File: config.mk
export PLATFORM = sky130hd
export DESIGN_NAME = decodificador_botao
export DESIGN_NICKNAME = d
export VERILOG_FILES = /design/src/rtl/decodificador_botao_pkg.sv /design/src/rtl/decodificador_botao_slot.sv /design/src/rtl/decodificador_botao.sv
export SDC_FILE = /design/constraint.sdc
export NUM_CORES = 1
export LEC_CHECK = 0
export BUFFER_PORTS_ARGS = -buffer_cell sky130_fd_sc_hd__buf_4
export CAP_MARGIN = 20
export CORE_AREA = 2 2 49 51
export CTS_CLUSTER_SIZE = 8
export DETAILED_ROUTE_END_ITERATION = 10
export DIE_AREA = 0 0 51 53
export GPL_ROUTABILITY_DRIVEN = 0
export GPL_TIMING_DRIVEN = 1
export PLACE_DENSITY = 0.88
export RECOVER_POWER = 100
export SLEW_MARGIN = 10
export SYNTH_ARGS = -nofsm -noshare
export SYNTH_HDL_FRONTEND = slang
export SYNTH_SLANG_ARGS = --single-unit
File: constraint.sdc
create_clock -name clk -period 5.4 [get_ports clk]
set_clock_uncertainty 0.2 [all_clocks]
set_input_delay 0.27 -clock clk [delete_from_list [all_inputs] [get_ports clk]]
set_output_delay 0.27 -clock clk [all_outputs]
set_load 0.02 [all_outputs]
File: src/rtl/decodificador_botao_pkg.sv
// Shared types for the button gesture decoder: FSM state encoding and event codes.
package decodificador_botao_pkg;

  typedef enum logic [2:0] {
    ST_IDLE           = 3'd0,
    ST_PRESSED        = 3'd1,
    ST_WAIT_SECOND    = 3'd2,
    ST_SECOND_PRESSED = 3'd3,
    ST_LONG_HELD      = 3'd4
  } state_t;

  typedef logic [1:0] ev_code_t;

  localparam ev_code_t EV_NONE   = 2'd0;
  localparam ev_code_t EV_CLICK  = 2'd1;
  localparam ev_code_t EV_DOUBLE = 2'd2;
  localparam ev_code_t EV_LONG   = 2'd3;

endpackage

File: src/rtl/decodificador_botao_slot.sv
// One-entry valid/ack event register with a sticky flag for events dropped while full.
module decodificador_botao_slot
  import decodificador_botao_pkg::*;
(
  input  logic     clk,
  input  logic     rst_n,
  input  logic     load,
  input  ev_code_t code,
  input  logic     ev_ack,
  output logic     ev_valid,
  output ev_code_t ev_code,
  output logic     ev_lost
);

  logic can_accept;

  // An ack in the same cycle frees the slot, so a new event can replace the old one back-to-back.
  assign can_accept = !ev_valid || ev_ack;

  always_ff @(posedge clk or negedge rst_n) begin
    if (!rst_n) begin
      ev_valid <= 1'b0;
      ev_code  <= EV_NONE;
      ev_lost  <= 1'b0;
    end else if (load && can_accept) begin
      ev_valid <= 1'b1;
      ev_code  <= code;
    end else if (load) begin
      ev_lost  <= 1'b1;
    end else if (ev_valid && ev_ack) begin
      ev_valid <= 1'b0;
      ev_code  <= EV_NONE;
    end
  end

endmodule

File: src/rtl/decodificador_botao.sv
// Classifies debounced button activity into CLICK / DOUBLE / LONG events.
// Double-click detection is built only when DECODIFICADOR_BOTAO_DOUBLE_EN is defined.
module decodificador_botao
  import decodificador_botao_pkg::*;
#(
  parameter int LONG_CYCLES   = 1000,
  parameter int DOUBLE_CYCLES = 300,
  parameter int CNT_W         = 16
) (
  input  logic       clk,
  input  logic       rst_n,
  input  logic       press_pulse,
  input  logic       held,
  output logic       ev_valid,
  output logic [1:0] ev_code,
  input  logic       ev_ack,
  output logic       ev_lost
);

  if (LONG_CYCLES < 2 || LONG_CYCLES > (2 ** CNT_W) - 1) begin : g_bad_long
    $error("decodificador_botao: LONG_CYCLES out of range");
  end
  if (DOUBLE_CYCLES < 2 || DOUBLE_CYCLES > (2 ** CNT_W) - 1) begin : g_bad_double
    $error("decodificador_botao: DOUBLE_CYCLES out of range");
  end

  localparam logic [CNT_W-1:0] LONG_LAST = CNT_W'(LONG_CYCLES - 1);
`ifdef DECODIFICADOR_BOTAO_DOUBLE_EN
  localparam logic [CNT_W-1:0] DOUBLE_LAST = CNT_W'(DOUBLE_CYCLES - 1);
`endif

  state_t           state, state_n;
  logic [CNT_W-1:0] cnt, cnt_n, cnt_inc;
  logic             emit;
  ev_code_t         emit_code;

  // Interval counter saturates so an over-long hold can never wrap into a false match.
  assign cnt_inc = (&cnt) ? cnt : cnt + CNT_W'(1);

  always_ff @(posedge clk or negedge rst_n) begin
    if (!rst_n) begin
      state <= ST_IDLE;
      cnt   <= '0;
    end else begin
      state <= state_n;
      cnt   <= cnt_n;
    end
  end

  always_comb begin
    state_n   = state;
    cnt_n     = cnt;
    emit      = 1'b0;
    emit_code = EV_NONE;
    unique case (state)
      ST_IDLE: begin
        if (press_pulse) begin
          state_n = ST_PRESSED;
          cnt_n   = '0;
        end
      end
      ST_PRESSED: begin
        if (held) begin
          cnt_n = cnt_inc;
          if (cnt == LONG_LAST) begin
            emit      = 1'b1;
            emit_code = EV_LONG;
            state_n   = ST_LONG_HELD;
          end
        end else begin
`ifdef DECODIFICADOR_BOTAO_DOUBLE_EN
          state_n = ST_WAIT_SECOND;
          cnt_n   = '0;
`else
          emit      = 1'b1;
          emit_code = EV_CLICK;
          state_n   = ST_IDLE;
          cnt_n     = '0;
`endif
        end
      end
`ifdef DECODIFICADOR_BOTAO_DOUBLE_EN
      // A press on the timeout cycle still counts as the second click.
      ST_WAIT_SECOND: begin
        if (press_pulse) begin
          state_n = ST_SECOND_PRESSED;
          cnt_n   = '0;
        end else begin
          cnt_n = cnt_inc;
          if (cnt == DOUBLE_LAST) begin
            emit      = 1'b1;
            emit_code = EV_CLICK;
            state_n   = ST_IDLE;
            cnt_n     = '0;
          end
        end
      end
      ST_SECOND_PRESSED: begin
        if (!held) begin
          emit      = 1'b1;
          emit_code = EV_DOUBLE;
          state_n   = ST_IDLE;
        end
      end
`endif
      ST_LONG_HELD: begin
        if (!held) begin
          state_n = ST_IDLE;
        end
      end
      default: begin
        state_n = ST_IDLE;
        cnt_n   = '0;
      end
    endcase
  end

  decodificador_botao_slot u_slot (
    .clk      (clk),
    .rst_n    (rst_n),
    .load     (emit),
    .code     (emit_code),
    .ev_ack   (ev_ack),
    .ev_valid (ev_valid),
    .ev_code  (ev_code),
    .ev_lost  (ev_lost)
  );

endmodule

==> impl_metrics.yaml, run 1 <==
outcome:
  outcome: "finished clean"
synth:
  synth_seq_cells: 21
  syn_area_um2: 1295
  syn_area_per_cell_um2: 9.522
  ys_types: 48
  synth_seq_area_share: 0.4058
  syn_nets: 142
  yosysWarningCount: 0
  synthCells: 136
  ys_async_sr_fraction: 1.000
  synth_ff_type: "dfrtp_1"
  synth_edf_count: 0
clocking:
  clkSinkCount: 21
  clkLatencyLatePin_ns: 0.31
  path_clk_slew_ns: 0.12
  cts_root_buf: "clkbuf_4"
  cts.htree.levels: 1
  clk_path_buf_depth: 2
  cts_made_buffers: 3
  cts_tree: "yes"
  cts_resized: 0
finish:
  multiInputGateArea_um2: 649.4
  nets: 151
  seq_area_um2: 525.5
  layout_common_cells: "dfrtp_1 (21), inv_1 (11), nand2_1 (10)"
  num-fill-cells: 176
  fin_util: 0.6185
  drive_above_1_share: 0.08333
  layout_commonest_cell: "dfrtp_1"
  layout.cells.non_filler: 172
  syn_to_final_growth_pct: 2.608
  n_antenna_cell: 0
floorplanning:
  die_y_um: 53
  num_rows: 17
  initial_core_util: 0.6028
  dieWidth_um: 51
  design.die.area_um2: 2703
  ios: 9
  core_um2: 2148
placement:
  placed_cells: 167
  hpwl_um: 2052
  port_buffers: 8
routing:
  wl_per_cell_um: 15.95
  first_pass_iters: 4
  drc: 0
  viasPerCell: 6.453
  drtAntennaViolNets: 0
  dr.first_iter.drc_count: 32
  vias: 1110
  wl_um: 2743
sta:
  worst_slew_pin_slew_ns: 1.326
  fin_crit_ns: 3.128
  slew_violations: 0
  period_share: 0.5792
  hold_ws_ns: 0.02813
  setup_viol: 0
  fin_setup_tns_ns: 0
  maxSlewHeadroom: 0.1078
  finalHoldViolCount: 0
  max_freq_mhz: 319.7
  rsz0062_at_grt: "no"
power:
  ir_worst_vdd_v: 0.0001630
  total_power_w: 0.0002940
  p_leak_nw: 0.5405
  power_density_nw_per_um2: 221.2
setup_path:
  path_class: "reg -> reg"
  cp.arrival_ns: 3.15
  crit_slowest_cell: "nor4_1"
  critPathMaxStageDelay_ns: 1.13
  cp_cell_sequence: "ha_1, nand3_1, nor4_1, a21oi_1, o221ai_1"
  worst_path_dominant_cell_family: "simple AND/OR/NAND/NOR gates"
  required_ns: 5.42
  reg2reg_slack_ns: 2.27
  path_buf_inv: 0
  critPathLaunchType: "register"
  cp_num_cells: 5
  path_max_fanout: 10
  endpoint_kind: "register"
  rr_worst_depth: 5
global_route:
  track_usage: 0.2365
  first_global_vias: 1071
  grt-ovfl-total: 0
  grt_first_pass_wirelength_um: 4712
  antenna_found_initial: 0
  grt_max_degree: 22
min_path:
  hold_path.class: "in -> reg"
  hold_path_depth: 3
job:
  cap_violations: 0
## metrics by stage
| step | setup slack (ns) | instance area (um2) |
|---|---|---|
| final | 2.272 | 1329 |
| after global routing | 1.907 | 1329 |
| after CTS | 3.171 | 1396 |
| after detailed placement | 3.194 | 1360 |
| after global placement | 3.287 | 1360 |
| after floorplan | 3.402 | 1295 |
## worst min-delay path, stage by stage
cell	delay, ns
buf_4	0.11
nand2b_1	0.06
a21oi_1	0.06
## metal layers
metal	vias up	track usage	routed length (um)	part of all wire
met2	28	0.4069	1373	0.50
met5	-	0	0	0
met1	552	0.2935	1215	0.44
met4	0	0.1081	45	0.016
met3	5	0.03390	109	0.040
li1	525	-	-	-
## final cells by class
type	instances	share of cell area
Clock buffer	4	0.01977
Inverter	11	0.03107
Multi-Input combinational cell	99	0.4887
Sequential cell	21	0.3955
Tap cell	28	0.02637
Timing Repair Buffer	9	0.03861
## power breakdown
| part | leakage, nW | internal, W | switching, W |
|---|---|---|---|
| registers | 0.284 | 0.000163 | 0.00000753 |
| clock network | 0.0150 | 0.0000288 | 0.0000461 |
| logic | 0.241 | 0.0000158 | 0.0000322 |
| total | 0.541 | 0.000208 | 0.0000859 |
## sequential cells by signal (all words and copies together) (netlist names)
| name | flops |
|---|---|
| cnt | 16 |
| state | 2 |
| u_slot.ev_lost | 1 |
| u_slot.ev_valid | 1 |
| u_slot.ev_code | 1 |
## synth_stat cells (2+ instances only)
master / n / area (um2)
dfrtp_1: 21 / 525.5
inv_1: 11 / 41.29
nand2_1: 10 / 37.54
nor2_1: 9 / 33.78
nand3_1: 7 / 35.03
a21oi_1: 6 / 30.03
nor2b_1: 4 / 25.02
nor3_1: 4 / 20.02
o2bb2ai_1: 4 / 35.03
clkbuf_1: 3 / 11.26
o211ai_1: 3 / 22.52
o22ai_1: 3 / 18.77
a211o_1: 2 / 17.52
a21boi_0: 2 / 15.01
a21oi_2: 2 / 17.52
a2bb2oi_1: 2 / 17.52
a31oi_1: 2 / 12.51
and3_1: 2 / 12.51
nand2b_1: 2 / 12.51
nand4_1: 2 / 12.51
nor4_1: 2 / 12.51
nor4_4: 2 / 42.54
o21ai_0: 2 / 10.01
o21ai_1: 2 / 10.01
o221ai_1: 2 / 17.52
o22a_1: 2 / 17.52
or3_1: 2 / 12.51
## logic make-up (layout without fill, tap and decap cells)
family	Yosys count	after routing	synth area share
adders and majority gates	1	1	0.009660
muxes	2	2	0.01642
buffers and inverters	16	24	0.05507
and+or+nand+nor	56	56	0.2831
DFF	21	21	0.4058
AOI/OAI and AO/OA	40	40	0.2300
## what timing repair did
action | CTS | global route
hold endpoints to repair | 21 | 0
setup buffers | 0 | 0
hold buffers | 1 | 0
## final timing paths
path / start / endpoint
max: cnt[0]$_DFFE_PN0P_ / cnt[7]$_DFFE_PN0P_
min: press_pulse / state[0]$_DFFE_PN0P_
max reg2reg: cnt[0]$_DFFE_PN0P_ / cnt[7]$_DFFE_PN0P_
min reg2reg: u_slot.ev_lost$_DFFE_PN0P_ / u_slot.ev_lost$_DFFE_PN0P_
max in group asynchronous: rst_n / cnt[3]$_DFFE_PN0P_
min in group asynchronous: rst_n / cnt[14]$_DFFE_PN0P_
(Power assumes the default switching activity.)
==> run 2: changes to the inputs <==
--- a/config.mk
+++ b/config.mk
@@ -7,13 +7,13 @@
 export LEC_CHECK = 0
 export BUFFER_PORTS_ARGS = -buffer_cell sky130_fd_sc_hd__buf_4
 export CAP_MARGIN = 20
-export CORE_AREA = 2 2 49 51
+export CORE_AREA = 2 2 53 55
 export CTS_CLUSTER_SIZE = 8
 export DETAILED_ROUTE_END_ITERATION = 10
-export DIE_AREA = 0 0 51 53
+export DIE_AREA = 0 0 55 57
 export GPL_ROUTABILITY_DRIVEN = 0
 export GPL_TIMING_DRIVEN = 1
-export PLACE_DENSITY = 0.88
+export PLACE_DENSITY = 0.81
 export RECOVER_POWER = 100
 export SLEW_MARGIN = 10
 export SYNTH_ARGS = -nofsm -noshare
==> constraint.sdc (replaced) <==
create_clock -name clk -period 2.8 [get_ports clk]
set_clock_uncertainty 0.2 [all_clocks]
set_input_delay 0.14 -clock clk [delete_from_list [all_inputs] [get_ports clk]]
set_output_delay 0.14 -clock clk [all_outputs]
set_load 0.02 [all_outputs]
==> run 2 against run 1 <==
  * Maximum frequency increased by 21%
  * Final cell count up 4.7%
  * Combinational power up 110%
  * Worst hold slack better by 0.26 ns
  * Largest power group unchanged
==> impl_metrics.yaml, run 2 (synthesis gave the netlist of run 1 again) <==
setup_path:
  cp.arrival_ns: 2.60
  endpoint_kind: "register"
  critPathMaxStageDelay_ns: 0.59
  path_buf_inv: 1
  critPathLaunchType: "register"
  crit_slowest_cell: "dlygate4sd3_1"
  cp_cell_sequence: "ha_1, or4b_1, nor4_4, nand4_1, dlygate4sd3_1, o311ai_1"
  path_class: "reg -> reg"
  path_max_fanout: 5
  required_ns: 2.81
  worst_path_dominant_cell_family: "simple AND/OR/NAND/NOR gates"
sta:
  period_share: 0.9238
  setup_viol: 0
  finalHoldViolCount: 0
  rsz0062_at_grt: "no"
  maxSlewHeadroom: 0.2744
  hold_ws_ns: 0.2858
  slew_violations: 0
  setup_ws_ns: 0.2133
  fin_crit_ns: 2.587
  worst_slew_pin_slew_ns: 1.088
  max_freq_mhz: 386.6
  fin_setup_tns_ns: 0
routing:
  drtAntennaViolNets: 0
  vias: 1112
  wl_per_cell_um: 14.78
  viasPerCell: 6.178
  first_pass_iters: 4
  wl_um: 2660
  dr.first_iter.drc_count: 35
  drc: 0
finish:
  regMostFlops: "cnt"
  drive_above_1_share: 0.1141
  syn_to_final_growth_pct: 9.082
  reg_top3: "cnt (16), state (2)"
  n_antenna_cell: 0
  nets: 156
  layout_common_cells: "dfrtp_1 (21), inv_1 (11), nand2_1 (10)"
  largest_register_ffs: 16
  fin_area_um2: 1413
  fin_util: 0.5402
  layout_commonest_cell: "dfrtp_1"
floorplanning:
  initial_core_util: 0.4952
  num_rows: 19
  ios: 9
  core_um2: 2615
  die_y_um: 57
  design.die.area_um2: 3135
  dieWidth_um: 55
clocking:
  cts_resized: 0
  clk_path_buf_depth: 2
  clkSinkCount: 21
  cts_made_buffers: 3
  cts_root_buf: "clkbuf_4"
  cts_tree: "yes"
  cts_setup_buffers: 0
  clkLatencyLatePin_ns: 0.31
  path_clk_slew_ns: 0.11
  cts.htree.levels: 1
power:
  p_leak_nw: 0.5629
  power_density_nw_per_um2: 406.8
  ir_worst_vdd_v: 0.0003076
placement:
  placed_area_um2: 1364
  port_buffers: 8
  place_ws_ns: 0.5702
  hpwl_um: 1945
global_route:
  grt-ovfl-total: 0
  antenna_found_initial: 0
  track_usage: 0.2029
  grt_first_pass_wirelength_um: 4685
  first_global_vias: 1039
  grt_max_degree: 22
job:
  cap_violations: 0
min_path:
  hold_path.class: "reg -> reg"
outcome:
  outcome: "finished clean"
-- run 2: layout make-up --
type | count | area (um2)
clock inverters | 1 | 5.005
flip-flops and latches | 21 | 525.5
repair buffers | 14 | 101.3
clock buffers | 3 | 22.52
multi-input cells | 99 | 678.2
well taps | 31 | 38.79
fillers | 248 | 1202
inverters | 11 | 41.29
-- run 2: stage by stage --
stage,total power (W),instances
5_1_grt,0.0006058,180
2_1_floorplan,0.0004000,136
3_3_place_gp,0.0004310,170
3_5_place_dp,0.0004351,170
6_report,0.0005746,180
4_1_cts,0.0005903,180
-- run 2: metal layers --
metal  part of all wire  global-route usage  up-vias
met5                  0                   0        -
met1               0.44              0.2773      543
met4              0.014             0.07317        0
met3              0.034             0.03141        6
li1                   -                   -      534
met2               0.51              0.3231       29
-- run 2: worst reg2reg max path: stages, from the launching register on --
cell and delay (ns):
dfrtp_1 0.41, ha_1 0.25, or4b_1 0.52, nor4_4 0.28, nand4_1 0.16, dlygate4sd3_1 0.59, o311ai_1 0.08
-- run 2: worst paths after layout --
path | from | endpoint | slack, ns | cells after the start
max | cnt[0]$_DFFE_PN0P_ | u_slot.ev_code[1]$_DFFE_PN0P_ | 0.21 | 6
min reg2reg | u_slot.ev_lost$_DFFE_PN0P_ | u_slot.ev_lost$_DFFE_PN0P_ | 0.29 | 1
min in group asynchronous | rst_n | state[0]$_DFFE_PN0P_ | 0.34 | 2
max in group asynchronous | rst_n | cnt[13]$_DFFE_PN0P_ | 1.41 | 2
min | u_slot.ev_lost$_DFFE_PN0P_ | u_slot.ev_lost$_DFFE_PN0P_ | 0.29 | 1
max reg2reg | cnt[0]$_DFFE_PN0P_ | u_slot.ev_code[1]$_DFFE_PN0P_ | 0.21 | 6
-- run 2: repair_timing --
| item | 4_1_cts | 5_1_grt |
|---|---|---|
| endpoints found under the hold margin | 26 | 0 |
| hold buffers | 6 | 0 |
| endpoints found under the setup margin | 0 | 1 |
-- run 2: where the power goes --
group          switching (W)  leakage (nW)  internal (W)  total [W]
Sequential         0.0000141         0.284      0.000315   0.000329
Clock              0.0000928        0.0177     0.0000534   0.000146
Combinational      0.0000628         0.261     0.0000363  0.0000991
